==> src/rtl/seg_pkg.sv <==
// seg_pkg: segment patterns (bit order g..a) and scan FSM states for the 7-segment scanner
package seg_pkg;
    localparam logic [6:0] SEG_0   = 7'b0111111;
    localparam logic [6:0] SEG_1   = 7'b0000110;
    localparam logic [6:0] SEG_2   = 7'b1011011;
    localparam logic [6:0] SEG_3   = 7'b1001111;
    localparam logic [6:0] SEG_4   = 7'b1100110;
    localparam logic [6:0] SEG_5   = 7'b1101101;
    localparam logic [6:0] SEG_6   = 7'b1111101;
    localparam logic [6:0] SEG_7   = 7'b0000111;
    localparam logic [6:0] SEG_8   = 7'b1111111;
    localparam logic [6:0] SEG_9   = 7'b1101111;
    localparam logic [6:0] SEG_OFF = 7'b0000000;

    typedef enum logic {IDLE, SCAN} state_t;
endpackage

==> src/rtl/seg_bcd_lut.sv <==
// seg_bcd_lut: combinational BCD nibble to segment pattern, non-decimal codes dark
module seg_bcd_lut
    import seg_pkg::*;
(
    input  logic [3:0] bcd,
    output logic [6:0] seg
);
    always_comb begin
        case (bcd)
            4'd0:    seg = SEG_0;
            4'd1:    seg = SEG_1;
            4'd2:    seg = SEG_2;
            4'd3:    seg = SEG_3;
            4'd4:    seg = SEG_4;
            4'd5:    seg = SEG_5;
            4'd6:    seg = SEG_6;
            4'd7:    seg = SEG_7;
            4'd8:    seg = SEG_8;
            4'd9:    seg = SEG_9;
            default: seg = SEG_OFF;
        endcase
    end
endmodule

==> src/rtl/seg_scan_ctrl.sv <==
// seg_scan_ctrl: multiplexed 7-segment scanner with tear-free double buffer, blanking and leading-zero suppression
module seg_scan_ctrl
    import seg_pkg::*;
#(
    parameter int NDIG      = 4,
    parameter int DIV       = 1000,
    parameter int BLANK_CYC = 2,
    parameter int LZB       = 1
) (
    input  logic              clk,
    input  logic              rst_n,
    input  logic              en,
    input  logic              wr_valid,
    output logic              wr_ready,
    input  logic [4*NDIG-1:0] wr_data,
    input  logic [NDIG-1:0]   wr_dp,
    output logic [6:0]        seg,
    output logic              dp,
    output logic [NDIG-1:0]   an,
    output logic              frame_start
);
    localparam int CW = DIV > 1 ? $clog2(DIV) : 1;
    localparam int DW = $clog2(NDIG);

    state_t            state, state_nx;
    logic [CW-1:0]     cnt, cnt_nx;
    logic [DW-1:0]     dig, dig_nx;
    logic [4*NDIG-1:0] pend_data, act_data, act_data_nx;
    logic [NDIG-1:0]   pend_dp, act_dp, act_dp_nx;
    logic              pend_valid, act_loaded, load_act, wr_acc, last, blank;
    logic [NDIG-1:0]   nz, an_nx;
    logic [6:0]        lut_seg;

    assign wr_ready = !pend_valid;
    assign wr_acc   = wr_valid && wr_ready;
    assign last     = cnt == CW'(DIV - 1);

    always_comb begin
        state_nx = state;
        cnt_nx   = '0;
        dig_nx   = '0;
        load_act = 1'b0;
        if (state == IDLE) begin
            state_nx = (en && (act_loaded || pend_valid)) ? SCAN : IDLE;
            load_act = en && pend_valid;
        end else if (!en) begin
            state_nx = IDLE;
        end else begin
            cnt_nx   = last ? '0 : cnt + 1'b1;
            dig_nx   = !last ? dig : (dig == DW'(NDIG - 1)) ? '0 : dig + 1'b1;
            load_act = last && dig == DW'(NDIG - 1) && pend_valid;
        end
    end

    assign act_data_nx = load_act ? pend_data : act_data;
    assign act_dp_nx   = load_act ? pend_dp : act_dp;

    // nz[k]: some digit at or above k is non-zero
    always_comb begin
        logic acc;
        acc = 1'b0;
        nz  = '0;
        for (int k = NDIG - 1; k >= 0; k--) begin
            acc   = acc | (|act_data_nx[4*k +: 4]);
            nz[k] = acc;
        end
    end

    seg_bcd_lut u_lut (
        .bcd(act_data_nx[4*dig_nx +: 4]),
        .seg(lut_seg)
    );

    // Outputs are registered from next-state values so they line up with the state they describe
    assign blank = LZB != 0 && dig_nx != '0 && !nz[dig_nx];
    assign an_nx = (state_nx == SCAN && cnt_nx >= CW'(BLANK_CYC)) ? NDIG'(1) << dig_nx : '0;

    always_ff @(posedge clk or negedge rst_n) begin
        if (!rst_n) begin
            state       <= IDLE;
            cnt         <= '0;
            dig         <= '0;
            pend_data   <= '0;
            pend_dp     <= '0;
            pend_valid  <= 1'b0;
            act_data    <= '0;
            act_dp      <= '0;
            act_loaded  <= 1'b0;
            an          <= '0;
            seg         <= SEG_OFF;
            dp          <= 1'b0;
            frame_start <= 1'b0;
        end else begin
            state       <= state_nx;
            cnt         <= cnt_nx;
            dig         <= dig_nx;
            pend_data   <= wr_acc ? wr_data : pend_data;
            pend_dp     <= wr_acc ? wr_dp : pend_dp;
            pend_valid  <= wr_acc || (pend_valid && !load_act);
            act_data    <= act_data_nx;
            act_dp      <= act_dp_nx;
            act_loaded  <= act_loaded || load_act;
            an          <= an_nx;
            seg         <= (an_nx != '0 && !blank) ? lut_seg : SEG_OFF;
            dp          <= an_nx != '0 && act_dp_nx[dig_nx];
            frame_start <= state_nx == SCAN && cnt_nx == '0 && dig_nx == '0;
        end
    end
endmodule

==> config.mk <==
export PLATFORM = sky130hd
export DESIGN_NAME = seg_scan_ctrl
export DESIGN_NICKNAME = d
export VERILOG_FILES = /design/src/rtl/seg_pkg.sv /design/src/rtl/seg_bcd_lut.sv /design/src/rtl/seg_scan_ctrl.sv
export SDC_FILE = /design/constraint.sdc
export NUM_CORES = 1
export LEC_CHECK = 0
export BUFFER_PORTS_ARGS = -buffer_cell sky130_fd_sc_hd__buf_2
export CORE_MARGIN = 2
export CORE_UTILIZATION = 35
export DETAILED_ROUTE_END_ITERATION = 8
export PLACE_DENSITY = 0.53
export SLEW_MARGIN = 10
export SYNTH_ARGS = -nofsm -noshare
export SYNTH_HDL_FRONTEND = slang
export SYNTH_SLANG_ARGS = --single-unit
==> constraint.sdc <==
create_clock -name clk -period 3.5 [get_ports clk]
set_input_delay 0.525 -clock clk [delete_from_list [all_inputs] [get_ports clk]]
set_output_delay 0.525 -clock clk [all_outputs]
set_load 0.02 [all_outputs]
# [Word level (Yosys, flattened, before mapping)]
# Memory sizes are Yosys's and may differ from the RTL's.
# Index checks and enable logic that the tools add are counted.
[op_classes] addsub=2 order_cmp=2 eq_ne=2 shifts=2 n_mux=20 n_bitwise=3 reduce_logical=27
[op_table] cell="two-way mux 10 bit" n=3
[op_table] cell="two-way mux 16 bit" n=1
[op_table] cell="OR reduction 4 bit" n=4
[op_table] cell="indexed part select 16 x 5 -> 4 bit" n=1
[op_table] cell="logical AND 1 bit" n=12
[op_table] cell="adder 10 x 1 -> 10 bit, second input constant" n=1
[op_table] cell="equality test 10 bit, second input constant" n=1
[op_table] cell=">= comparator 10 x 2 -> 1 bit, second input constant" n=1
[op_table] cell="zero test 10 bit" n=1
[op_table] cell="two-way mux 2 bit" n=4
[op_table] cell="two-way mux 4 bit" n=2
[op_table] cell="two-way mux 1 bit" n=7
[op_table] cell="two-way mux 7 bit" n=1
[op_table] cell="binary-select mux 1 bit (select 2 bit)" n=2
[op_table] cell="zero test 1 bit" n=4
[op_table] cell="nonzero test 4 bit" n=1
[op_table] cell="left shift 1 x 2 -> 4 bit, first input constant" n=1
[op_table] cell="logical OR 1 bit" n=3
[op_table] cell="< comparator 2 x 3 -> 1 bit, second input constant" n=1
[op_table] cell="bitwise OR 1 bit" n=3
[op_table] cell="adder 2 x 1 -> 2 bit, second input constant" n=1
[op_table] cell="equality test 2 bit, second input constant" n=1
[op_table] cell="zero test 2 bit" n=1
[op_table] cell="nonzero test 2 bit" n=1
[word_totals] regBits=68 romBits=112 input_bits=24 output_inout_bits=14 wordCells=72 n_memories=1
[mem_list] name="(name not given)" words=16 width=7 read_ports=1 rd_ports_with_merged_regs=0 wr=0 line="seg_bcd_lut.sv:9" source="case (bcd)"

# [Longest topological paths before layout]
# Gate-level depths: netlist of run 1.
[logic_depth] depth_word=17 depth_mapped=15 mapped_depth_nobuf=13

# [Hierarchy]
# A second synthesis of run 1 with hierarchy kept.
[unflattened] hier_cells=277 area_unflattened_um2=3276.9
[modules_own_cells] module="seg_scan_ctrl" instances=1 cells_each=251 area_each_um2=3075.4 seq_area_each_um2=1701.6
[modules_own_cells] module="seg_bcd_lut" instances=1 cells_each=26 area_each_um2=201.4 seq_area_each_um2=0.0

# [Worst setup path before layout of run 1]
# Ideal clock, no wire load.
[synth_timing] path_kind="register to register" from="reg cnt[0]" to="reg seg[3]" setup_ns=0.073 arrival_ns=2.801 required_time_ns=3.427 setup_slack_ns=0.626 path_stages_with_launch=14 n_path_buf=2 period_less_slack_ns=2.874 cell_sequence="dfrtp_1 -> ha_1 -> nand3_2 -> nor3_2 -> nor2_1 -> a31oi_1 -> inv_2 -> buf_4 -> buf_2 -> mux2i_1 -> mux2_2 -> ha_1 -> mux2_4 -> a21boi_2"
[synth_between] word_cells_on_any_way=35 classes_between="add/sub: 1; order compare: 1; eq/ne: 1; shift: 2; mux: 13; bitwise: 3; reduce/logical: 13; memory: 1"
[synth_lines] element="from (decl)" line="seg_scan_ctrl.sv:26" source="logic [CW-1:0] cnt, cnt_nx;"
[synth_lines] element="from (signal assigned)" line="seg_scan_ctrl.sv:95" source="cnt <= cnt_nx;"
[synth_lines] element="equality test 10 bit *" line="seg_scan_ctrl.sv:36" source="assign last = cnt == CW'(DIV - 1);"
[synth_lines] element="two-way mux 2 bit *" line="seg_scan_ctrl.sv:50" source="dig_nx = !last ? dig : (dig == DW'(NDIG - 1)) ? '0 : dig + 1'b1;"
[synth_lines] element="two-way mux 2 bit *" line="seg_scan_ctrl.sv:46" source="end else if (!en) begin"
[synth_lines] element="two-way mux 2 bit *" line="seg_scan_ctrl.sv:43" source="if (state == IDLE) begin"
[synth_lines] element="via dig_nx[1]" line="seg_scan_ctrl.sv:27" source="logic [DW-1:0] dig, dig_nx;"
[synth_lines] element="parallel branches: the longest is 6 deep, another holds memory (16 x 7 bit)"
[synth_lines] element="two-way mux 7 bit *" line="seg_scan_ctrl.sv:104" source="seg <= (an_nx != '0 && !blank) ? lut_seg : SEG_OFF;"
[synth_lines] element="to (signal assigned)" line="seg_scan_ctrl.sv:104"
[synth_lines] element="to (decl)" line="seg_scan_ctrl.sv:17" source="output logic [6:0] seg,"
# Mark *: on every way through the listed nets, which the timed path passes. The select of a mux whose other input is x is not followed.
# A chain may end at the register's enable or synchronous reset.

# [Final worst setup path of run 1]
[layout_timing] from="reg cnt[0]" to="reg seg[3]"
[layout_between] elab_chain_cells=17 word_cells_on_any_way=35 classes_between="add/sub: 1; order compare: 1; eq/ne: 1; shift: 2; mux: 13; bitwise: 3; reduce/logical: 13; memory: 1"
[layout_lines] element="parallel branches: the longest is 16 deep, another holds adder 10 x 1 -> 10 bit"
[layout_lines] element="two-way mux 7 bit *" line="seg_scan_ctrl.sv:104"
# Every way passes the cells marked *. The select of a mux whose other input is x is not followed.

==> results of run 1 <==
flip-flops by register name, summed over array words and instances (netlist names):
| register | count |
|---|---|
| act_loaded | 1 |
| state | 1 |
| seg | 7 |
| dp | 1 |
| an | 4 |
| pend_valid | 1 |
| frame_start | 1 |
| pend_data | 16 |
| pend_dp | 4 |
| act_data | 16 |
| act_dp | 4 |
| cnt | 10 |
| dig | 2 |
cells in the mapped netlist (all sizes together), types with 3 or more instances:
library cell,number,area (sq um)
dfrtp,68,1700
mux2,32,368
nand2,26,116
nor2,22,90.1
inv,9,33.8
buf,8,52.6
mux2i,8,80.1
nor3,8,45.0
a211oi,7,67.6
ha,7,87.6
nor4,6,58.8
a21o,5,37.5
and3,5,41.3
nand3,5,30.0
xnor2,5,43.8
a21oi,4,20.0
and2,4,25.0
or2,4,27.5
a21boi,3,30.0
a31oi,3,18.8
clkbuf,3,11.3
o21a,3,23.8
o21ai,3,15.0
or4,3,26.3
xor2,3,26.3
routing by layer:
| metal | track usage | share of wire | wire length, microns |
|---|---|---|---|
| met4 | 0.0696 | 0.020 | 138 |
| met2 | 0.230 | 0.46 | 3170 |
| met1 | 0.200 | 0.48 | 3360 |
| met3 | 0.0366 | 0.039 | 268 |
| met5 | 0 | 0 | 0 |
where the power goes:
part / internal [mW] / total [mW] / switching, mW / leakage (nW)
Clock: 0.399 / 0.684 / 0.285 / 0.108
Sequential: 0.958 / 1.07 / 0.107 / 0.854
Combinational: 0.267 / 0.537 / 0.271 / 0.798
path summary, 6_finish.rpt:
kind / startpoint / end / slack, ns
max: cnt[0] / seg[3] / 0.32
min: rst_n / cnt[5] / 0.32
max reg2reg: cnt[0] / seg[3] / 0.32
min reg2reg: act_dp[3] / act_dp[3] / 0.46
max in group asynchronous: rst_n / act_data[5] / 2.41
min in group clk: wr_valid / pend_valid / 0.40
final cells by class:
type | count | area, sq um
inverter | 9 | 33.8
clock inverter | 1 | 30.0
timing repair buffer | 41 | 215
multi-input combinational | 194 | 1550
tap | 129 | 161
fill | 895 | 5370
clock buffer | 13 | 179
sequential | 68 | 1700
kinds of logic after synthesis:
group	share of synthesized area
adders and majority gates	0.0262
xor gates and xnor gates	0.0209
muxes	0.134
AOI/OAI and AO/OA	0.115
buffers and inverters	0.0292
DFF	0.508
and+or+nand+nor	0.167
through the flow:
step | worst slack [ns] | total power, mW | std cells | util
global route | 0.0410 | 2.43 | 455 | 0.419
floorplan | 0.626 | 1.47 | 282 | -
global placement | 0.454 | 1.62 | 441 | 0.396
finish | 0.325 | 2.29 | 455 | 0.419
detailed placement | 0.303 | 1.62 | 441 | 0.396
CTS | 0.292 | 2.32 | 455 | 0.419
==> results by stage, run 1 <==
Setup path:
- For the worst flop-to-flop path, the logic depth is 12.
- The required time of the worst setup path is 3.78 ns.
- The critical path arrival is 3.46 ns.
- The slowest library cell on the worst path is sky130_fd_sc_hd__dfrtp_1.
- The top cell family by delay on the critical path is compound AO/OA/AOI/OAI gates.
- The critical path crosses 12 cells after its start point.
- The critical path goes through ha_1 > nand3_2 > nor3_2 > nor2_1 > a31oi_1 > inv_2 > a211oi_2 > a311oi_1 > or2_1 > ha_1 > mux2_4 > a21boi_2.
- On the worst path, the slowest cell contributes a delay of 0.37 ns.
- By instance count, the cell type seen most on the critical path is sky130_fd_sc_hd__ha_1.
- Together, buffers and inverters on the worst path number 1.
- The type of element launching the critical path is a flip-flop.
- STA classifies the critical path endpoint as a flip-flop.
- The worst-path maximum fanout is 21.
- The critical path class is flip-flop to flip-flop.

Die:
- The region available for standard cell placement spans 9240 sq um.
- The effective utilization at floorplan is 0.362.
- The width of the die is between 100 and 150 microns.
- 38 I/O pins were placed.
- The die is 102 microns tall.
- The die outline area is 10400 sq um.
- The floorplan has 35 rows.

Final layout:
- The commonest non-fill, non-tap cell in the layout is sky130_fd_sc_hd__dfrtp_1.
- The library cells used most frequently in the layout, excluding fill and tap cells, are 68 x sky130_fd_sc_hd__dfrtp_1, 37 x sky130_fd_sc_hd__buf_2, 30 x sky130_fd_sc_hd__mux2_2.
- The fraction of final layout cells sized beyond drive strength 1 is 0.350.
- The final layout contains 354 nets.
- The finished cells cover 3870 sq um.
- The number of inserted diodes is 0.
- Relative to the synthesized area, the layout overhead comes to 15.7%.

GRT:
- For this run, the total global-route usage over all layers was measured as 0.150.
- The number of global-route vias before repair came to roughly 2300.
- The number of antenna violations at the first check in global routing is 0.
- The total congestion overflow is 0.
- Entering global routing, the biggest net connects 45 pins.
- The global-route wire length before repair is ~12000 microns.

Synth:
- The post-synthesis register bit count is 68.
- The synthesized instance count is 282.
- After synthesis, the netlist uses 67 different library cells.
- The Yosys warning count is 0.
- In the synthesized netlist the dominant register cell turns out to be sky130_fd_sc_hd__dfrtp_1.
- The total nets after synthesis is 313.
- The synthesized area is 3350 sq um.
- In this run, synthesis inferred 0 flip-flops with an integrated enable.
- The share of the Yosys chip area taken by registers is 0.508.
- The average footprint of a synthesized cell is 11.9 sq um.
- The async set-or-reset flop fraction in the synthesized netlist is 1.00.

STA:
- The final critical-path required period is between 3 and 4 ns.
- Setup repair after global routing left no endpoint under its margin.
- The count of final hold-check violations came to 0.
- For the pin with the worst max-slew slack, the measured transition is 0.982 ns.
- Setup violations remaining at the end of the flow were counted as 0.
- Of the available clock period, the critical path in the final layout requires 0.907.
- The worst relative slew slack is 0.342.
- For the final routed database, the setup TNS stands at 0 ns.
- The final worst hold slack is approximately 0.32 ns.
- Clock skew on the completed layout was measured at 0.00704 ns.
- The maximum clock rate is 315 MHz.
- The final max-slew violation count is 0.

Power:
- The leakage power summed over all cells is 1.76 nW.
- Power spread over the standard cell area amounts to 591 nW/um^2.
- The largest voltage drop on the vdd net is 285 uV.

Clock tree:
- The clock latency at the later pin of the worst-skew pair is ~0.35 ns.
- The number of hold buffers added after CTS was 0.
- The H-tree was split into 3 levels.
- The post-CTS clock slew at the launch and capture registers of the worst setup and hold paths is 0.07 ns.
- The number of clock sinks is 68.
- Clock tree synthesis selected as its root buffer the cell sky130_fd_sc_hd__clkbuf_8.
- TritonCTS built the clock tree.
- The number of instances resized during post-cts repair is 0.
- The buffer levels on the longest clock path is 2.
- Once the clock tree was built, the setup fixing pass inserted 0 buffers.
- TritonCTS created 9 clock buffers.

Place:
- The placer's final routability congestion estimate is 0.841.
- After detailed placement, the total cell area comes to 3660 sq um.
- The total of buffers placed on input and output ports is 37.
- The wire-length estimate of the detail-placed layout is 5040 microns.

Detailed routing:
- The number of iterations in the first detailed-routing pass is 4.
- The first-iteration detailed-routing DRC count is 101.
- The count of unresolved DRC violations after routing is 0.
- Dividing the detail-routed via count by the number of cells gives 4.93.
- The detailed-route via count is ~2200.
- The final routed wire length divided by cell count is 15.2 microns.
- The final wirelength is between 6000 and 7000 microns.
- The number of routed nets with antenna violations is 0.

Outcome:
- The flow ran to the end, and the final reports show no timing, DRC or antenna violations.

Worst hold path:
- In this run the worst hold path is classified as input pin to async pin.

Run:
- The number of max-cap violations is 0.
(Power assumes the default switching activity.)
==> run 2, diff against run 1 <==
SYNTH_HIERARCHICAL = 1   (was not set)
==> run 2 against run 1 <==
  * Core utilization about the same
  * Combinational power rose by 18%
  * Sequential share of layout area up 0.40 points
  * Via count is 0.27% lower
  * Register-to-register slack got worse by 0.03 ns
  * Global-route usage about the same
  * Die area down 2.0%
  * Clock skew grew 0.0038 ns
  * Largest power group unchanged
==> results by stage, run 2 <==
Setup path:
- The critical path arrival is 3.46 ns (about the same).
- The required time of the worst setup path is 3.76 ns (-0.02 ns).
- The worst-path maximum fanout came to 18 (-14%).
- The worst setup path is captured at a flip-flop.
- The worst setup path is launched from a flip-flop.
- The critical path class is flip-flop to flip-flop.

STA:
- The final critical-path required period is 3.21 ns (+0.0311 ns).
- The share of the clock period used by the worst path was 0.916 (+0.00890).
- The setup-violating endpoint count in the final report is 0 (unchanged).
- The setup TNS is 0 ns (unchanged).
- The final max-slew violation count is 0 (unchanged).
- The maximum clock rate came to 312 MHz (-0.97%).
- Setup repair after global routing left no endpoint under its margin.
- The clock skew after layout is 0.0108 ns (+0.00377 ns).
- The worst relative slew slack is 0.349 (+0.00717).
- The count of final hold-check violations is 0 (unchanged).
- The transition time at the pin with the least slew margin is 0.972 ns (-0.0107 ns).

Synth:
- The top cell type's share of synthesized area came to 0.519 (+0.0109).
- The total nets after synthesis came to 309 (-1.3%).
- The multiplexer share of the synthesized area is 0.167 (+0.0334).
- By area the synthesized netlist is led by sky130_fd_sc_hd__dfrtp_1 52%, sky130_fd_sc_hd__mux2_2 12%, sky130_fd_sc_hd__mux2i_1 4.6%.
- The compound-gate portion of the synthesized area is 0.0943 (-0.0205).
- The number of synthesized flops with an enable pin came to 0 (unchanged).
- The synthesized area is 3280 sq um (-2.1%).
- sky130_fd_sc_hd__dfrtp_1 is the most common cell in the netlist.
- The async set-or-reset flop fraction in the synthesized netlist is 1.00 (unchanged).
- The area share of and/or/nand/nor cells after synthesis is 0.133 (-0.0335).
- The most instantiated flip-flop cell in the synthesis netlist is sky130_fd_sc_hd__dfrtp_1.
- After synthesis, the most frequently instantiated cells are 68 x sky130_fd_sc_hd__dfrtp_1, 34 x sky130_fd_sc_hd__mux2_2, 16 x sky130_fd_sc_hd__inv_1.
- The distinct cell type count of the synthesized netlist was 55 (-18%).
- The average footprint of a synthesized cell was 11.8 sq um (-0.33%).
- The share of the yosys chip area belonging to registers came to 0.519 (+0.0109).
- The biggest area contributor in the post-synthesis netlist is sky130_fd_sc_hd__dfrtp_1.
- The post-synthesis register bit count was 68 (unchanged).
- The dominant combinational cell family by area after synthesis is multiplexers.
- The adder-cell share of the synthesized area is 0.0305 (+0.00438).
- The fraction of synthesized cell area in xor and xnor cells is 0.0214 (+0.000448).
- The Yosys warning count is 6 (+6).
- The synthesized instance count is 277 (-1.8%).

Worst hold path:
- The classification of the worst-slack hold path is input pin to async pin.

GRT:
- The total global-route track usage is 0.150 (about the same).
- The number of global-route vias before repair is 2321 (+0.17%).
- The number of antenna violations at the first check in global routing is 0 (unchanged).
- The total congestion overflow is 0 (unchanged).
- The largest net degree at the start of global routing was 27 (-40%).
- The global-route wire length before repair is 11600 microns (-0.59%).

Clock tree:
- The buffer levels on the longest clock path was 2 (unchanged).
- The post-CTS clock slew at the launch and capture registers of the worst setup and hold paths is 0.07 ns (about the same).
- The CTS tree is built.
- The number of instances resized during post-cts repair is 0 (unchanged).
- The CTS buffer count is 9 (unchanged).
- The post-CTS setup repair buffer count is 0 (unchanged).
- The clock latency at the later pin of the worst-skew pair is 0.34 ns (about the same).
- The buffer cell driving the clock tree root is sky130_fd_sc_hd__clkbuf_8.
- The number of clock sinks came to 68 (unchanged).
- The count of hold buffers inserted by post-cts repair is 0 (unchanged).
- The H-tree depth is 3 (unchanged).

Final layout:
- The largest registers in the layout are act_data: 16 flops, pend_data: 16 flops, cnt: 10 flops.
- The final-stage net count was 357 (+0.85%).
- The number of inserted diodes is 0 (unchanged).
- The layout-stage area growth over the synthesis result is 17.1%.
- The commonest non-fill, non-tap cell in the layout is sky130_fd_sc_hd__dfrtp_1.
- In the layout the commonest cells are 68 x sky130_fd_sc_hd__dfrtp_1, 37 x sky130_fd_sc_hd__buf_2, 34 x sky130_fd_sc_hd__mux2_2.
- The final core area utilization is 0.419 (about the same).
- The fraction of final layout cells sized beyond drive strength 1 is 0.335 (-0.0143).

Detailed routing:
- The number of routed nets with antenna violations is 0 (unchanged).
- The final routed wire length divided by cell count is 15.4 microns (+0.86%).
- The first-iteration detailed-routing DRC count came to 56 (-45%).
- The count of unresolved DRC violations after routing came to 0 (unchanged).
- The per-cell via count in the routed design is 5.10 (+3.4%).
- The final wirelength is 6750 microns (-2.7%).
- The detailed-route via count is 2237 (-0.27%).
- The number of iterations in the first detailed-routing pass is 4 (unchanged).

Place:
- The post-DP HPWL is 4870 microns (-3.3%).
- The total of buffers placed on input and output ports is 37 (unchanged).
- The placer's final routability congestion estimate is 0.839 (-0.18%).

Die:
- The width of the die came to 101 microns (-1.0%).
- The y dimension of the die is 101 microns (-1.0%).
- The die outline area is 10200 sq um (-2.0%).
- The floorplan core area is 9150 sq um (-0.95%).
- The count of pins on the block boundary is 38 (unchanged).
- The number of cell rows is 35 (unchanged).
- The effective utilization at floorplan is 0.358 (-0.00419).

Power:
- The leakage power summed over all cells was 1.82 nW (+3.3%).
- The largest voltage drop on the vdd net is 264 uV (-7.6%).
- The cell area power density is 607 nW/um^2 (+2.7%).

Outcome:
- The run finished with clean final reports.

Run:
- The number of max-cap violations is 0 (unchanged).
-- run 2: changes by cell type after synthesis, sizes merged, moves of 3 or more --
cell / change
a21boi: -3
and2: -3
a21o: -4
o21ai: +9
nand3: +8
nand2: -13
inv: +8
mux2i: +7
or2: -3
mux2: +3
nor2: -9
-- run 2: where the power goes --
group / switching [mW] / internal (mW)
clock: 0.279 / 0.359
sequential: 0.0915 / 0.966
combinational: 0.333 / 0.299
total: 0.704 / 1.62
-- run 2: metrics by stage --
| stage | power, mW | instances | hold WS [ns] | cell area [sq um] | setup WS (ns) |
|---|---|---|---|---|---|
| floorplan | 1.52 | 277 | 0.229 | 3280 | 0.0920 |
| global placement | 1.70 | 425 | 0.469 | 3640 | 0.0264 |
| detailed placement | 1.71 | 425 | 0.461 | 3640 | 0.0392 |
| CTS | 2.36 | 439 | 0.178 | 3830 | 0.00132 |
| global route | 2.49 | 439 | 0.191 | 3840 | 0.0177 |
| finish | 2.33 | 439 | 0.167 | 3840 | 0.294 |
-- run 2: cell families after synthesis --
logic type	after synthesis
AO/OA/AOI/OAI	42
XOR/XNOR	8
adder cells (fa/ha/maj)	8
buffers and inverters	27
flip-flops	68
multiplexers	50
AND/OR/NAND/NOR	74
-- run 2: routing by layer --
layer / GRT usage / share of wire / up-vias
met1: 0.199 / 0.47 / 1097
met5: 0 / 0 / -
met2: 0.231 / 0.47 / 38
met4: 0.0611 / 0.019 / 0
li1: - / - / 1091
met3: 0.0430 / 0.042 / 11
-- run 2: final cells by class --
class | instances | area, sq um
timing repair buffer | 47 | 260
tap | 111 | 139
fill | 876 | 5320
inverter | 17 | 63.8
sequential | 68 | 1700
clock buffer | 12 | 155
clock inverter | 2 | 35.0
multi-input combinational | 182 | 1480
-- run 2: worst paths after layout --
path,from,end,slack (ns),cells past startpoint
hold reg to reg,act_loaded,act_loaded,0.48,1
hold / removal,rst_n,seg[0],0.17,1
max in group asynchronous,rst_n,pend_data[2],2.59,2
min in group clk,wr_valid,pend_valid,0.40,2
setup / recovery,cnt[0],seg[3],0.29,13
setup reg to reg,cnt[0],seg[3],0.29,13
-- run 2: critical path, stage by stage, from the launching register on --
cell and delay, ns:
sky130_fd_sc_hd__dfrtp_1 0.40, sky130_fd_sc_hd__ha_1 0.32, sky130_fd_sc_hd__nand4b_4 0.18, sky130_fd_sc_hd__nor4_4 0.45, sky130_fd_sc_hd__nor2_4 0.19, sky130_fd_sc_hd__mux2_2 0.30, sky130_fd_sc_hd__mux2i_1 0.09, sky130_fd_sc_hd__mux2i_2 0.27
sky130_fd_sc_hd__inv_1 0.16, sky130_fd_sc_hd__ha_1 0.32, sky130_fd_sc_hd__inv_1 0.03, sky130_fd_sc_hd__o21ai_0 0.14, sky130_fd_sc_hd__inv_1 0.06, sky130_fd_sc_hd__a211oi_1 0.21
==> run 3, diff against run 2 <==
--- a/config.mk
+++ b/config.mk
@@ -8,2 +8,3 @@
 export BUFFER_PORTS_ARGS = -buffer_cell sky130_fd_sc_hd__buf_2
+export CORE_ASPECT_RATIO = 0.9
 export CORE_MARGIN = 2
==> constraint.sdc (replaced) <==
create_clock -name clk -period 3.5 [get_ports clk]
set_input_delay 1.05 -clock clk [delete_from_list [all_inputs] [get_ports clk]]
set_output_delay 1.05 -clock clk [all_outputs]
set_load 0.02 [all_outputs]
==> run 3 against run 2 <==
  * Power up 0.18%
  * Via count up 0.98%
  * Combinational power up 2%
  * Cell count up 3.9%
  * Sequential share of layout area down 0.88 points
  * Global-route usage down 0.27 points
  * Maximum frequency up 0.28%
  * Critical path depth up 1
  * Critical endpoint unchanged
  * Design area up 2.0%
  * Highest routed layer unchanged
  * Die area about the same
  * Non-clock buffer count up 5
==> results by stage, run 3 (same netlist as run 2, synthesis figures left out) <==
Outcome:
- The run finished with clean final reports.

Clock tree:
- The buffer levels on the longest clock path is 2 (unchanged).
- The CTS buffer count is 9 (unchanged).
- The root buffer cell chosen for the clock tree is sky130_fd_sc_hd__clkbuf_8.
- The post-CTS clock slew at the launch and capture registers of the worst setup and hold paths came to 0.07 ns (about the same).
- The clock latency at the later pin of the worst-skew pair is 0.34 ns (about the same).
- The H-tree depth is 3 (unchanged).
- The count of hold buffers inserted by post-cts repair is 0 (unchanged).
- The number of instances resized during post-cts repair is 0 (unchanged).
- The post-CTS setup repair buffer count is 0 (unchanged).
- TritonCTS built the clock tree.
- The number of clock sinks came to 68 (unchanged).

Setup path:
- The required time of the worst setup path was 3.75 ns (about the same).
- STA classifies the critical path startpoint as a flip-flop.
- The critical path arrival is 3.44 ns (-0.02 ns).
- The register-to-register setup slack came to 0.30 ns (about the same).
- The kind of end point of the critical path is a flip-flop.
- The critical path class is flip-flop to flip-flop.
- The worst-path maximum fanout is 5 (-13).

Final layout:
- The final instance area is 3910 sq um (+2.0%).
- Leaving out fill and tap cells, the most frequent cells in the layout are 68 x sky130_fd_sc_hd__dfrtp_1, 37 x sky130_fd_sc_hd__buf_2, 34 x sky130_fd_sc_hd__mux2_2.
- The number of inserted diodes is 0 (unchanged).
- The library cell used most frequently in the layout, excluding fill and tap cells, is sky130_fd_sc_hd__dfrtp_1.
- The largest registers in the layout are act_data: 16 flops, pend_data: 16 flops, cnt: 10 flops.
- The final core area utilization was 0.429 (+0.00977).
- The layout-stage area growth over the synthesis result is 19.4%.
- The fraction of final layout cells sized beyond drive strength 1 was 0.344 (+0.00895).
- The final-stage net count was 362 (+1.4%).

STA:
- The count of final hold-check violations is 0 (unchanged).
- The maximum clock rate is 313 MHz (+0.28%).
- The worst relative slew slack was 0.563 (+0.214).
- Setup repair after global routing left no endpoint under its margin.
- The least setup slack across all paths after layout is 0.302 ns (+0.00882 ns).
- The final max-slew violation count was 0 (unchanged).
- The transition time at the pin with the least slew margin is 0.656 ns (-0.316 ns).
- The share of the clock period used by the worst path came to 0.914 (-0.00252).
- The final worst hold slack is 0.474 ns (+0.307 ns).
- The setup-violating endpoint count in the final report came to 0 (unchanged).
- The clock skew after layout came to 0.00726 ns (-0.00355 ns).
- The final critical-path required period is 3.20 ns (-0.00882 ns).

Power:
- The largest voltage drop on the vdd net came to 303 uV (+15%).
- The leakage power summed over all cells came to 1.85 nW (+1.7%).
- The cell area power density is 596 nW/um^2 (-1.8%).

GRT:
- The number of global-route vias before repair is 2290 (-1.3%).
- The total congestion overflow is 0 (unchanged).
- The total global-route track usage came to 0.147 (-0.00268).
- The largest net degree at the start of global routing is 42 (+56%).
- The number of antenna violations at the first check in global routing came to 0 (unchanged).
- The global-route wire length before repair came to 11400 microns (-1.5%).

Die:
- The count of pins on the block boundary came to 38 (unchanged).
- The y dimension of the die is 95.8 microns (-4.9%).
- The floorplan core area was 9130 sq um (-0.30%).
- The effective utilization at floorplan is 0.359 (+0.00108).
- The width of the die was 106 microns (+5.2%).
- The number of cell rows was 33 (-5.7%).
- The die outline area is 10200 sq um (about the same).

Detailed routing:
- The per-cell via count in the routed design is 4.95 (-2.8%).
- The final wirelength came to 6780 microns (+0.50%).
- The number of routed nets with antenna violations came to 0 (unchanged).
- The number of iterations in the first detailed-routing pass is 7 (+3).
- The first-iteration detailed-routing DRC count came to 66 (+18%).
- The count of unresolved DRC violations after routing came to 0 (unchanged).
- The detailed-route via count is 2259 (+0.98%).
- The final routed wire length divided by cell count is 14.9 microns (-3.2%).

Place:
- The post-place setup slack is -0.0424 ns (-0.0816 ns).
- The placer's final routability congestion estimate is 0.835 (-0.49%).
- The total of buffers placed on input and output ports is 37 (unchanged).
- The post-detailed-placement cell area is 3720 sq um (+2.2%).
- The post-DP HPWL is 4930 microns (+1.2%).

Run:
- The number of max-cap violations is 0 (unchanged).

Worst hold path:
- The worst hold path belongs to the class flip-flop to flip-flop.
-- run 3: metrics by stage --
step           power [mW]  instances  setup TNS, ns
3_5_place_dp         1.71        441        -0.0485
4_1_cts              2.36        456              0
2_1_floorplan        1.52        277              0
6_report             2.33        456              0
3_3_place_gp         1.70        441              0
5_1_grt              2.50        456              0
-- run 3: power breakdown --
group	switching, mW	internal, mW
Sequential	0.0951	0.966
Clock	0.283	0.345
Combinational	0.339	0.305
Total	0.717	1.61
-- run 3: final timing paths --
path / start / end / cells past startpoint
max in group asynchronous: rst_n / seg[1] / 2
min in group asynchronous: rst_n / pend_data[7] / 1
min reg2reg: act_loaded / act_loaded / 1
max: cnt[0] / seg[3] / 14
max reg2reg: cnt[0] / seg[3] / 14
min: act_loaded / act_loaded / 1
-- run 3: per-layer routing --
metal | global-route usage | vias up | wire [microns] | share of wire
met4 | 0.0461 | 0 | 88 | 0.013
met3 | 0.0474 | 7 | 311 | 0.046
met1 | 0.196 | 1095 | 3320 | 0.49
met2 | 0.230 | 57 | 3060 | 0.45
li1 | - | 1100 | - | -
met5 | 0 | - | 0 | 0
-- run 3: layout make-up --
class / instances / area (sq um)
Sequential cell: 68 / 1700
Clock inverter: 2 / 35.0
Inverter: 17 / 63.8
Timing Repair Buffer: 52 / 323
Tap cell: 122 / 153
Multi-Input combinational cell: 182 / 1490
Fill cell: 896 / 5210
Clock buffer: 13 / 149
-- run 3: critical path: stages (launching register included) --
cell and delay (ns):
sky130_fd_sc_hd__dfrtp_1 0.42, sky130_fd_sc_hd__ha_1 0.33, sky130_fd_sc_hd__nand4b_4 0.19, sky130_fd_sc_hd__nor3_2 0.23, sky130_fd_sc_hd__mux2_2 0.37, sky130_fd_sc_hd__inv_1 0.16
sky130_fd_sc_hd__buf_4 0.15, sky130_fd_sc_hd__mux2i_1 0.08, sky130_fd_sc_hd__mux2i_2 0.26, sky130_fd_sc_hd__inv_1 0.15, sky130_fd_sc_hd__ha_1 0.32, sky130_fd_sc_hd__inv_1 0.04
sky130_fd_sc_hd__o21ai_0 0.14, sky130_fd_sc_hd__inv_1 0.05, sky130_fd_sc_hd__a211oi_1 0.21
